[src/rtl/sprint1_dl_pkg.sv]
// Shared types and defaults for the ROM download streamer.
package sprint1_dl_pkg;

  localparam int DL_ADDR_W        = 17;
  localparam int GAP_CYCLES_DEF   = 3;
  localparam int HOLD_CYCLES_DEF  = 16;

  typedef enum logic [2:0] {
    ST_IDLE,
    ST_FETCH,
    ST_WRITE,
    ST_GAP,
    ST_HOLD
  } dl_state_e;

endpackage

[src/rtl/rom_download_streamer.sv]
// Streams source bytes into a core's ioctl-style download port, paced by a gap
// between strobes, then holds the core in reset before reporting completion.
module rom_download_streamer
  import sprint1_dl_pkg::*;
#(
  parameter int GAP_CYCLES  = GAP_CYCLES_DEF,
  parameter int HOLD_CYCLES = HOLD_CYCLES_DEF
) (
  input  logic                 clk,
  input  logic                 reset,
  input  logic                 start,
  input  logic                 abort,
  input  logic [DL_ADDR_W-1:0] total_len,
  input  logic [7:0]           s_data,
  input  logic                 s_valid,
  output logic                 s_ready,
  output logic [DL_ADDR_W-1:0] dn_addr,
  output logic [7:0]           dn_data,
  output logic                 dn_wr,
  output logic                 dn_download,
  output logic                 core_reset_n,
  output logic                 busy,
  output logic                 done,
  output logic                 aborted
);

  localparam int CNT_MAX   = (GAP_CYCLES > HOLD_CYCLES) ? GAP_CYCLES : HOLD_CYCLES;
  localparam int CNT_W     = (CNT_MAX > 1) ? $clog2(CNT_MAX) : 1;
  localparam int GAP_LOAD  = (GAP_CYCLES > 0) ? GAP_CYCLES - 1 : 0;
  localparam int HOLD_LOAD = (HOLD_CYCLES > 0) ? HOLD_CYCLES - 1 : 0;

  dl_state_e              state_q, state_d;
  logic [CNT_W-1:0]       cnt_q, cnt_d;
  logic [DL_ADDR_W-1:0]   idx_q, idx_d;
  logic [DL_ADDR_W-1:0]   len_q, len_d;
  logic [DL_ADDR_W-1:0]   addr_q, addr_d;
  logic [7:0]             data_q, data_d;
  logic                   done_q, done_d;
  logic                   aborted_q, aborted_d;
  logic [DL_ADDR_W-1:0]   idx_inc;

  assign idx_inc = idx_q + 17'd1;

  always_comb begin
    state_d   = state_q;
    cnt_d     = cnt_q;
    idx_d     = idx_q;
    len_d     = len_q;
    addr_d    = addr_q;
    data_d    = data_q;
    aborted_d = aborted_q;
    done_d    = 1'b0;
    case (state_q)
      ST_IDLE: begin
        // start outranks abort here; abort alone is a no-op in IDLE
        if (start) begin
          aborted_d = 1'b0;
          len_d     = total_len;
          idx_d     = '0;
          if (total_len == '0) begin
            state_d = ST_HOLD;
            cnt_d   = CNT_W'(HOLD_LOAD);
          end else begin
            state_d = ST_FETCH;
          end
        end
      end
      ST_FETCH: begin
        if (abort) begin
          state_d   = ST_HOLD;
          cnt_d     = CNT_W'(HOLD_LOAD);
          aborted_d = 1'b1;
        end else if (s_valid) begin
          addr_d  = idx_q;
          data_d  = s_data;
          state_d = ST_WRITE;
        end
      end
      ST_WRITE: begin
        idx_d = idx_inc;
        if (abort) begin
          state_d   = ST_HOLD;
          cnt_d     = CNT_W'(HOLD_LOAD);
          aborted_d = 1'b1;
        end else if (idx_inc == len_q) begin
          state_d = ST_HOLD;
          cnt_d   = CNT_W'(HOLD_LOAD);
        end else if (GAP_CYCLES == 0) begin
          state_d = ST_FETCH;
        end else begin
          state_d = ST_GAP;
          cnt_d   = CNT_W'(GAP_LOAD);
        end
      end
      ST_GAP: begin
        if (abort) begin
          state_d   = ST_HOLD;
          cnt_d     = CNT_W'(HOLD_LOAD);
          aborted_d = 1'b1;
        end else if (cnt_q == '0) begin
          state_d = ST_FETCH;
        end else begin
          cnt_d = cnt_q - 1'b1;
        end
      end
      ST_HOLD: begin
        if (cnt_q == '0) begin
          state_d = ST_IDLE;
          done_d  = 1'b1;
        end else begin
          cnt_d = cnt_q - 1'b1;
        end
      end
      default: state_d = ST_IDLE;
    endcase
  end

  always_ff @(posedge clk) begin
    if (reset) begin
      state_q   <= ST_IDLE;
      cnt_q     <= '0;
      idx_q     <= '0;
      len_q     <= '0;
      addr_q    <= '0;
      data_q    <= '0;
      done_q    <= 1'b0;
      aborted_q <= 1'b0;
    end else begin
      state_q   <= state_d;
      cnt_q     <= cnt_d;
      idx_q     <= idx_d;
      len_q     <= len_d;
      addr_q    <= addr_d;
      data_q    <= data_d;
      done_q    <= done_d;
      aborted_q <= aborted_d;
    end
  end

  assign s_ready      = (state_q == ST_FETCH) && !abort;
  assign dn_wr        = (state_q == ST_WRITE);
  assign dn_download  = (state_q == ST_FETCH) || (state_q == ST_WRITE) || (state_q == ST_GAP);
  assign busy         = (state_q != ST_IDLE);
  // Core stays in reset for the whole download, the hold window, and our own reset
  assign core_reset_n = !(reset || dn_download || (state_q == ST_HOLD));
  assign dn_addr      = addr_q;
  assign dn_data      = data_q;
  assign done         = done_q;
  assign aborted      = aborted_q;

endmodule
[config.mk]
export PLATFORM = sky130hd
export DESIGN_NAME = rom_download_streamer
export DESIGN_NICKNAME = d
export VERILOG_FILES = /design/src/rtl/sprint1_dl_pkg.sv /design/src/rtl/rom_download_streamer.sv
export SDC_FILE = /design/constraint.sdc
export NUM_CORES = 1
export LEC_CHECK = 0
export ABC_CLOCK_PERIOD_IN_PS = 3700
export BUFFER_PORTS_ARGS = -buffer_cell sky130_fd_sc_hd__clkbuf_2
export CAP_MARGIN = 20
export CORE_ASPECT_RATIO = 1.5
export CORE_MARGIN = 3
export CORE_UTILIZATION = 56
export DETAILED_ROUTE_END_ITERATION = 16
export PLACE_DENSITY = 0.8
export SLEW_MARGIN = 10
export SYNTH_ARGS = -nofsm -noshare
export SYNTH_HDL_FRONTEND = slang
export SYNTH_SLANG_ARGS = --single-unit
[constraint.sdc]
create_clock -name clk -period 3.7 [get_ports clk]
set_clock_uncertainty 0.05 [all_clocks]
set_input_delay 0.37 -clock clk [delete_from_list [all_inputs] [get_ports clk]]
set_output_delay 0.37 -clock clk [all_outputs]
set_load 0.01 [all_outputs]
# Word level (Yosys, flattened, before mapping)
# Cells that the tools add are included.
# totals
input_bits,30
ff_bits,68
elab_cells,70
output_inout_bits,32
# op_classes
bitwise_logic,2
n_addsub,2
n_eq_ne,12
n_reduce_logical,22
mux,24
# ops
operator,n
one-hot mux 17 bit (2 select lines),1
two-way mux 4 bit,7
two-way mux 3 bit,9
one-hot mux 4 bit (5 select lines),1
"adder 17 x 1 -> 17 bit, second input constant",1
== test 17 bit,1
zero test 17 bit,1
two-way mux 17 bit,1
one-hot mux 3 bit (5 select lines),1
"!= test 2 bit, second input constant",4
AND reduction 4 bit,2
"== test 3 x 2 -> 1 bit, second input constant",2
"!= test 3 bit, second input constant",2
AND reduction 3 bit,2
nonzero test 5 bit,1
zero test 4 bit,1
logical OR 1 bit,4
AND reduction 2 bit,2
nonzero test 2 bit,2
"subtractor 4 x 1 -> 4 bit, second input constant",1
"== test 3 x 1 -> 1 bit, second input constant",1
"== test 3 bit, second input constant",1
zero test 3 bit,1
two-way mux 1 bit,3
other kinds (8),10

# Depth between registers and ports, before layout
# Gate-level depths: netlist of run 1.
# depth
word_depth,6
depth_mapped,9
depth_no_buf,8

# Least setup slack after synthesis of run 1
# OpenSTA, ideal clock, no wires.
# synth_path
kind,register to register
startpoint,register idx_q[0]
endpoint,register state_q[0]
n_path_buf,0
period_less_slack_ns,2.813
path_slack_ns,0.887
setup_ns,0.120
arrival_ns,2.643
path_stages_with_launch,9
required_time_ns,3.530
path_cell_list,dfxtp_1 ha_1 nand3_1 or4_4 xor2_1 or3b_2 a2111oi_4 nand2_2 o31a_1
# synth_via
elab_chain_cells,5
# synth_lines
element,line_no,source
from (decl),rom_download_streamer.sv:34,"logic [DL_ADDR_W-1:0] idx_q, idx_d;"
from (signal assigned),rom_download_streamer.sv:131,idx_q <= idx_d;
adder 17 x 1 -> 17 bit,rom_download_streamer.sv:42,assign idx_inc = idx_q + 17'd1;
== test 17 bit,rom_download_streamer.sv:85,end else if (idx_inc == len_q) begin
two-way mux 3 bit,rom_download_streamer.sv:85,
two-way mux 3 bit,rom_download_streamer.sv:81,if (abort) begin
one-hot mux 3 bit (5 select lines),rom_download_streamer.sv:53,case (state_q)
to (signal assigned),rom_download_streamer.sv:129,state_q <= state_d;
to (decl),rom_download_streamer.sv:32,"dl_state_e state_q, state_d;"
# No other way between the ends.
# A chain may end at the register's enable or synchronous reset.

# Worst setup path after layout of run 1
# layout_path
startpoint,register idx_q[5]
endpoint,register state_q[0]
# The elaborated chain is that of the path after synthesis.

==> results.py, run 1 <==
metrics = {
    "outcome": {
        "outcome": "finished clean",
    },
    "clock_tree": {
        "clock_sinks": 68,
        "cts_resized": 0,
        "cts_buffers": 9,
        "clkTransAtPathRegs_ps": 70,
        "cts_tree": "done",
        "postCtsSetupRepairBufs": 0,
        "htreeDepth": 3,
        "worstSkewPairLatency_ps": 350,
        "cts_hold_buffers": 0,
        "clk_path_buf_depth": 2,
        "clockRootBuffer": "clkbuf_8",
    },
    "sta": {
        "finalCriticalPeriod_ps": 3036,
        "fin_crit_sh_pct": 82.05,
        "maxSlewHeadroom_pct": 35.15,
        "setup_tns_ps": 0,
        "rsz0062_at_grt": "false",
        "max_freq_ghz": 0.3294,
        "slew_viol_final": 0,
        "final_hold_viol_count": 0,
        "tightest_slew_ps": 972.7,
        "worst_slack_ps": 664.1,
        "setup_violations": 0,
    },
    "detailed_routing": {
        "routedWlPerCell_um": 14.34,
        "drt-total-wl_mm": 7.930,
        "vias": 3167,
        "drcViolationCount": 0,
        "antenna_left": 0,
        "dr.pass1.iters": 4,
        "viasPerCell": 5.727,
        "dr.first_iter.drc_count": 258,
    },
    "synth": {
        "synth.most_common_cell": "dfxtp_1",
        "yosysSeqAreaShare_pct": 39.85,
        "synth-edff-count": 0,
        "synth_nets": 461,
        "async_flop_share_pct": 0,
        "yosysTopAreaCellShare_pct": 39.85,
        "ys_warn_count": 0,
        "synth_seq_cells": 68,
        "synth_cells": 429,
        "synth.area.top_cells": "dfxtp_1 (40%), mux2i_1 (7.3%), nor2_1 (6.9%)",
        "avgSynthCellArea_um2": 7.962,
        "synth.distinct_cells": 52,
        "synthTopCellsByCount": "dfxtp_1 (68), nor2_1 (63), nand2_1 (61), a21oi_1 (37), mux2i_1 (25)",
        "yosysTopAreaCell": "dfxtp_1",
        "ys.flop_type": "dfxtp_1",
        "netlist_area_mm2": 0.003416,
    },
    "placed_design": {
        "dp_hpwl_mm": 5.655,
        "dp_worst_setup_slack_ps": 679.1,
        "port_buffers": 61,
        "placed_cells": 538,
        "gp_congestion": 0.9044,
    },
    "worst_setup_path": {
        "cp_data_required_time_ps": 3890,
        "critPathMaxFanout": 13,
        "critical-path-top-delay-family": "simple AND/OR/NAND/NOR gates",
        "setup.worst_path.start_class": "register",
        "cp_slowest_stage_delay_ps": 590,
        "cp.depth": 7,
        "cp.arrival_ps": 3230,
        "cp_slowest_cell": "or4_4",
        "critical_path_class": "register to register",
        "critPathBufInv": 0,
        "ff2ff_path_depth": 7,
        "path_cells": "nand4_2 -> or4_4 -> xor2_1 -> or3b_2 -> a2111oi_4 -> nand2_2 -> o31a_1",
        "cp-end-kind": "register",
    },
    "final_layout": {
        "area_delta_synth_final_pct": 15.90,
        "finish.utilization_pct": 67.43,
        "n_antenna_cell": 0,
        "n_fill_cell": 518,
        "instances_no_fill": 553,
        "drive_above_1_share_pct": 19.13,
        "register_area_mm2": 0.001361,
        "multi_input_area_mm2": 0.001903,
        "nets": 509,
    },
    "min_path": {
        "hold_path_class": "primary input to register",
        "hold_path_depth": 3,
    },
    "floorplanning": {
        "floorplan.die_area_mm2": 0.007092,
        "dieWidth_um": 69.77,
        "rows": 34,
        "core_area_mm2": 0.005871,
        "dieHeight_um": 101.7,
        "ios": 62,
        "start_util_pct": 58.18,
    },
    "pwr": {
        "p_leak_nw": 1.738,
        "peakVddDrop_mv": 0.4381,
        "powerDensity_mw_per_mm2": 571.9,
    },
    "grt": {
        "grt_pass1_vias": 2846,
        "grt_pass1_wl_mm": 12.82,
        "grt_max_degree": 50,
        "overflow": 0,
        "gr-usage-all-layers_pct": 22.52,
        "antenna_found_initial": 0,
    },
    "job": {
        "cap_violations": 0,
    },
}
[registers in the layout, indices dropped and copies added (netlist names)]
register and flops:
aborted 1, cnt_q 4, dn_addr 17, dn_data 8, done 1, idx_q 17, len_q 17, state_q 3
[logic make-up (layout without fill, tap and decap cells)]
logic type               after synthesis  after routing  synth area share [%]
XOR/XNOR                              22             22                 5.641
AND/OR/NAND/NOR                      189            189                 25.93
adder cells (fa/ha/maj)                2              2                0.7325
buffers and inverters                 38             90                 4.432
flip-flops                            68             68                 39.85
multiplexers                          26             26                 7.656
AO/OA/AOI/OAI                         84             84                 15.75
[per-layer routing]
metal | part of all wire [%] | wire (um) | vias up | GRT usage, %
li1 | - | - | 1603 | -
met1 | 41 | 3262 | 1461 | 26.34
met2 | 52 | 4132 | 89 | 38.82
met3 | 4.9 | 390 | 14 | 5.462
met4 | 1.8 | 145 | 0 | 10.47
met5 | 0 | 0 | - | 0
[through the flow]
stage	total power [mW]	hold slack, ps	instance area (um2)
2_1_floorplan	1.405	395.9	3416
3_3_place_gp	1.573	407.9	3735
3_5_place_dp	1.589	414.5	3735
4_1_cts	2.276	191.6	3959
5_1_grt	2.395	202.4	3959
6_report	2.264	195.8	3959
[cells in the final DEF (no fill, tap or decap), drive strengths merged, types with 4 or more instances in the layout]
cell,netlist,final
a211oi,4,4
buf,10,6
xnor2,13,13
a21oi,37,37
nand2b,4,4
nor3,16,16
dfxtp,68,68
nor2,63,63
a311oi,6,6
nand4,6,6
clkbuf,20,72
inv,7,7
mux2i,25,25
nand2,62,62
nor4,8,8
o21ai,13,13
xor2,9,9
nand3,12,12
a22oi,4,4
[path summary, 6_finish.rpt]
path | from | end | slack [ps]
hold / removal | s_data[7] | dn_data[7] | 200
setup / recovery | idx_q[5] | state_q[0] | 660
setup reg to reg | idx_q[5] | state_q[0] | 660
hold reg to reg | len_q[0] | len_q[0] | 420
[power by group]
| part | internal (mW) | leakage [nW] | switching, mW |
|---|---|---|---|
| clock network | 0.411 | 0.111 | 0.276 |
| registers | 0.812 | 0.552 | 0.0754 |
| logic | 0.269 | 1.07 | 0.421 |
[worst min-delay path: cells and delay by family]
kind / cells / cell delay [ps]
buffers and inverters: 1 / 80
muxes: 1 / 50
and+or+nand+nor: 1 / 70
[final cells by class]
| class | count | area share (%) |
|---|---|---|
| Sequential cell | 68 | 34.39 |
| Tap cell | 72 | 2.276 |
| Timing Repair Buffer | 67 | 8.850 |
| Clock buffer | 11 | 3.824 |
| Multi-Input combinational cell | 323 | 48.07 |
| Inverter | 8 | 0.7585 |
| Clock inverter | 4 | 1.833 |
Power figures use the tool's default switching activity.
==> run 2, diff against run 1 <==
--- a/config.mk
+++ b/config.mk
@@ -5,14 +5,15 @@
 export SDC_FILE = /design/constraint.sdc
 export NUM_CORES = 1
 export LEC_CHECK = 0
-export ABC_CLOCK_PERIOD_IN_PS = 3700
+export ABC_AREA = 1
+export ABC_CLOCK_PERIOD_IN_PS = 3000
 export BUFFER_PORTS_ARGS = -buffer_cell sky130_fd_sc_hd__clkbuf_2
 export CAP_MARGIN = 20
 export CORE_ASPECT_RATIO = 1.5
 export CORE_MARGIN = 3
-export CORE_UTILIZATION = 56
+export CORE_UTILIZATION = 55
 export DETAILED_ROUTE_END_ITERATION = 16
-export PLACE_DENSITY = 0.8
+export PLACE_DENSITY = 0.79
 export SLEW_MARGIN = 10
 export SYNTH_ARGS = -nofsm -noshare
 export SYNTH_HDL_FRONTEND = slang
==> constraint.sdc (replaced) <==
create_clock -name clk -period 3 [get_ports clk]
set_clock_uncertainty 0.05 [all_clocks]
set_input_delay 0.3 -clock clk [delete_from_list [all_inputs] [get_ports clk]]
set_output_delay 0.3 -clock clk [all_outputs]
set_load 0.01 [all_outputs]
==> run 2 against run 1 <==
- count of clock-buffer cells in the layout is 1 higher
- flip-flop and latch count stayed put
- clock power up 11%
- via count is 9.9% higher
- wire length is 11% higher
- cell area about the same
- register-to-register slack improved by 150 ps
- setup slack better by 150 ps
- power rose by 26%
- first-iteration DRC count shrank 18%
- largest cell class unchanged
- largest power group unchanged
==> results.py, run 2 <==
metrics = {
    "outcome": {
        "outcome": "finished clean",
    },
    "placed_design": {
        "dp_hpwl_mm": 6.689,
        "gp_congestion": 0.9362,
        "dp_worst_setup_slack_ps": 866.6,
        "port_buffers": 61,
    },
    "pwr": {
        "powerDensity_mw_per_mm2": 719.2,
        "peakVddDrop_mv": 0.6238,
        "p_leak_nw": 1.744,
    },
    "synth": {
        "synth-edff-count": 0,
        "synthTopCellsByCount": "nand2_1 (122), dfxtp_1 (68), nor2_1 (61), a21oi_1 (56), inv_1 (55)",
        "synth_seq_cells": 68,
        "yosysTopAreaCell": "dfxtp_1",
        "yosysTopAreaCellShare_pct": 40.10,
        "synth_nets": 546,
        "ys.flop_type": "dfxtp_1",
        "synth_cells": 514,
        "async_flop_share_pct": 0,
        "yosysSeqAreaShare_pct": 40.10,
        "avgSynthCellArea_um2": 6.604,
        "synth.most_common_cell": "nand2_1",
        "ys_warn_count": 0,
        "netlist_area_mm2": 0.003395,
        "synth.distinct_cells": 31,
        "synth.area.top_cells": "dfxtp_1 (40%), nand2_1 (13%), a21oi_1 (8.3%)",
    },
    "final_layout": {
        "nets": 605,
        "area_delta_synth_final_pct": 16.73,
        "layout_commonest_cell": "nand2_1",
        "mostFrequentLayoutCells": "nand2_1 (122), dfxtp_1 (68), nor2_1 (61), clkbuf_2 (61), a21oi_1 (56)",
        "n_antenna_cell": 0,
        "drive_above_1_share_pct": 16.96,
    },
    "min_path": {
        "hold_start": "s_data[0]",
        "hold_path_depth": 3,
        "min_to": "dn_data[0]",
        "hold_path_class": "primary input to register",
    },
    "floorplanning": {
        "rows": 34,
        "core_area_mm2": 0.005871,
        "ios": 62,
        "floorplan.die_area_mm2": 0.007170,
        "dieHeight_um": 102.2,
        "start_util_pct": 57.82,
        "dieWidth_um": 70.15,
    },
    "worst_setup_path": {
        "rrSetupSlack_ps": 820,
        "ff2ff_path_depth": 13,
        "critPathBufInv": 0,
        "reg2reg_from": "idx_q[0]",
        "crit_top_cell": "nand2_1",
        "cp_slowest_stage_delay_ps": 420,
        "reg2reg_to": "state_q[2]",
        "critical_path_class": "register to register",
        "setup.worst_path.start_class": "register",
        "path_cells": "ha_1 -> nand2_2 -> nor2_4 -> nand3_1 -> xnor3_1 -> nand2_1 -> nor2_1 -> nand3_1 -> nand2_1 -> nand2_2 -> nand2_1 -> nand2_1 -> a21oi_2",
        "cp_slowest_cell": "dfxtp_1",
        "cp_data_required_time_ps": 3210,
        "critPathMaxFanout": 6,
        "cp.arrival_ps": 2390,
        "cp-end-kind": "register",
        "critical-path-top-delay-family": "simple AND/OR/NAND/NOR gates",
    },
    "grt": {
        "grt_pass1_wl_mm": 14.71,
        "antenna_found_initial": 0,
        "overflow": 0,
        "grt_pass1_vias": 3319,
        "gr-usage-all-layers_pct": 25.59,
        "grt_max_degree": 32,
    },
    "sta": {
        "worst_slack_ps": 816.9,
        "rsz0062_at_grt": "false",
        "fin_crit_sh_pct": 72.77,
        "maxSlewHeadroom_pct": 58.11,
        "max_freq_ghz": 0.4581,
        "final_hold_viol_count": 0,
        "finalCriticalPeriod_ps": 2183,
        "slew_viol_final": 0,
        "setup_tns_ps": 0,
        "setup_violations": 0,
        "tightest_slew_ps": 628.3,
    },
    "clock_tree": {
        "clk_path_buf_depth": 2,
        "cts_tree": "done",
        "worstSkewPairLatency_ps": 340,
        "cts_resized": 0,
        "htreeDepth": 3,
        "postCtsSetupRepairBufs": 0,
        "clkTransAtPathRegs_ps": 70,
        "clock_sinks": 68,
        "cts_buffers": 9,
        "clockRootBuffer": "clkbuf_8",
        "cts_hold_buffers": 0,
    },
    "detailed_routing": {
        "drcViolationCount": 0,
        "dr.first_iter.drc_count": 212,
        "vias": 3479,
        "antenna_left": 0,
        "dr.pass1.iters": 5,
        "drt-total-wl_mm": 8.772,
        "viasPerCell": 5.352,
        "routedWlPerCell_um": 13.50,
    },
    "job": {
        "cap_violations": 0,
    },
}
==> run 2: cell type report <==
| type | count | area [um2] |
|---|---|---|
| clock buffer | 12 | 155.1 |
| tap | 72 | 90.09 |
| sequential | 68 | 1361 |
| multi-input combinational | 370 | 1748 |
| inverter | 58 | 217.7 |
| clock inverter | 4 | 47.55 |
| fill | 527 | 1908 |
| timing repair buffer | 66 | 342.8 |
==> run 2: kinds of logic after synthesis <==
family | Yosys count | synth area share [%]
buffers and inverters | 76 | 8.404
AO/OA/AOI/OAI | 115 | 17.73
flip-flops | 68 | 40.10
adder cells (fa/ha/maj) | 2 | 0.7371
AND/OR/NAND/NOR | 249 | 31.59
XOR/XNOR | 4 | 1.438
==> run 2: per-stage QoR <==
step / hold WS (ps) / std cells / total power [mW] / utilization, % / instance area, um2
6_report: 169.7 / 650 / 2.850 / 67.50 / 3963
5_1_grt: 174.3 / 650 / 3.040 / 67.50 / 3963
4_1_cts: 164.0 / 650 / 2.860 / 67.50 / 3963
3_5_place_dp: 411.7 / 634 / 2.106 / 64.05 / 3760
3_3_place_gp: 405.4 / 634 / 2.093 / 64.05 / 3760
2_1_floorplan: 393.7 / 514 / 1.816 / - / 3395
==> run 2: where the power goes <==
group / switching, mW / total, mW / internal [mW]
sequential: 0.0948 / 1.15 / 1.06
clock: 0.334 / 0.761 / 0.427
combinational: 0.612 / 0.939 / 0.326
total: 1.04 / 2.85 / 1.81
==> run 2: worst reg2reg max path, cell delays in order, from the launching register on <==
cell,delay [ps]
dfxtp_1,420
ha_1,240
nand2_2,120
nor2_4,170
nand3_1,190
xnor3_1,250
nand2_1,70
nor2_1,100
nand3_1,110
nand2_1,90
nand2_2,70
nand2_1,70
nand2_1,50
a21oi_2,120
==> run 2: routing by layer <==
metal  GRT usage [%]  vias up  share of wire, %
met1           29.68     1543                42
li1                -     1791                 -
met3           5.709       22               6.4
met2           44.94      123                49
met5               0        -                 0
met4           11.80        0               3.0
==> run 2: how the worst max path moves through the flow <==
stage	from	endpoint	slack, ps	cells past startpoint
global route	idx_q[0]	state_q[2]	540	15
detailed placement	idx_q[0]	state_q[2]	870	13
finish	idx_q[0]	state_q[2]	820	13
floorplan	idx_q[0]	state_q[2]	1150	15
CTS	idx_q[0]	state_q[2]	850	13
global placement	state_q[0]	idx_q[14]	960	8
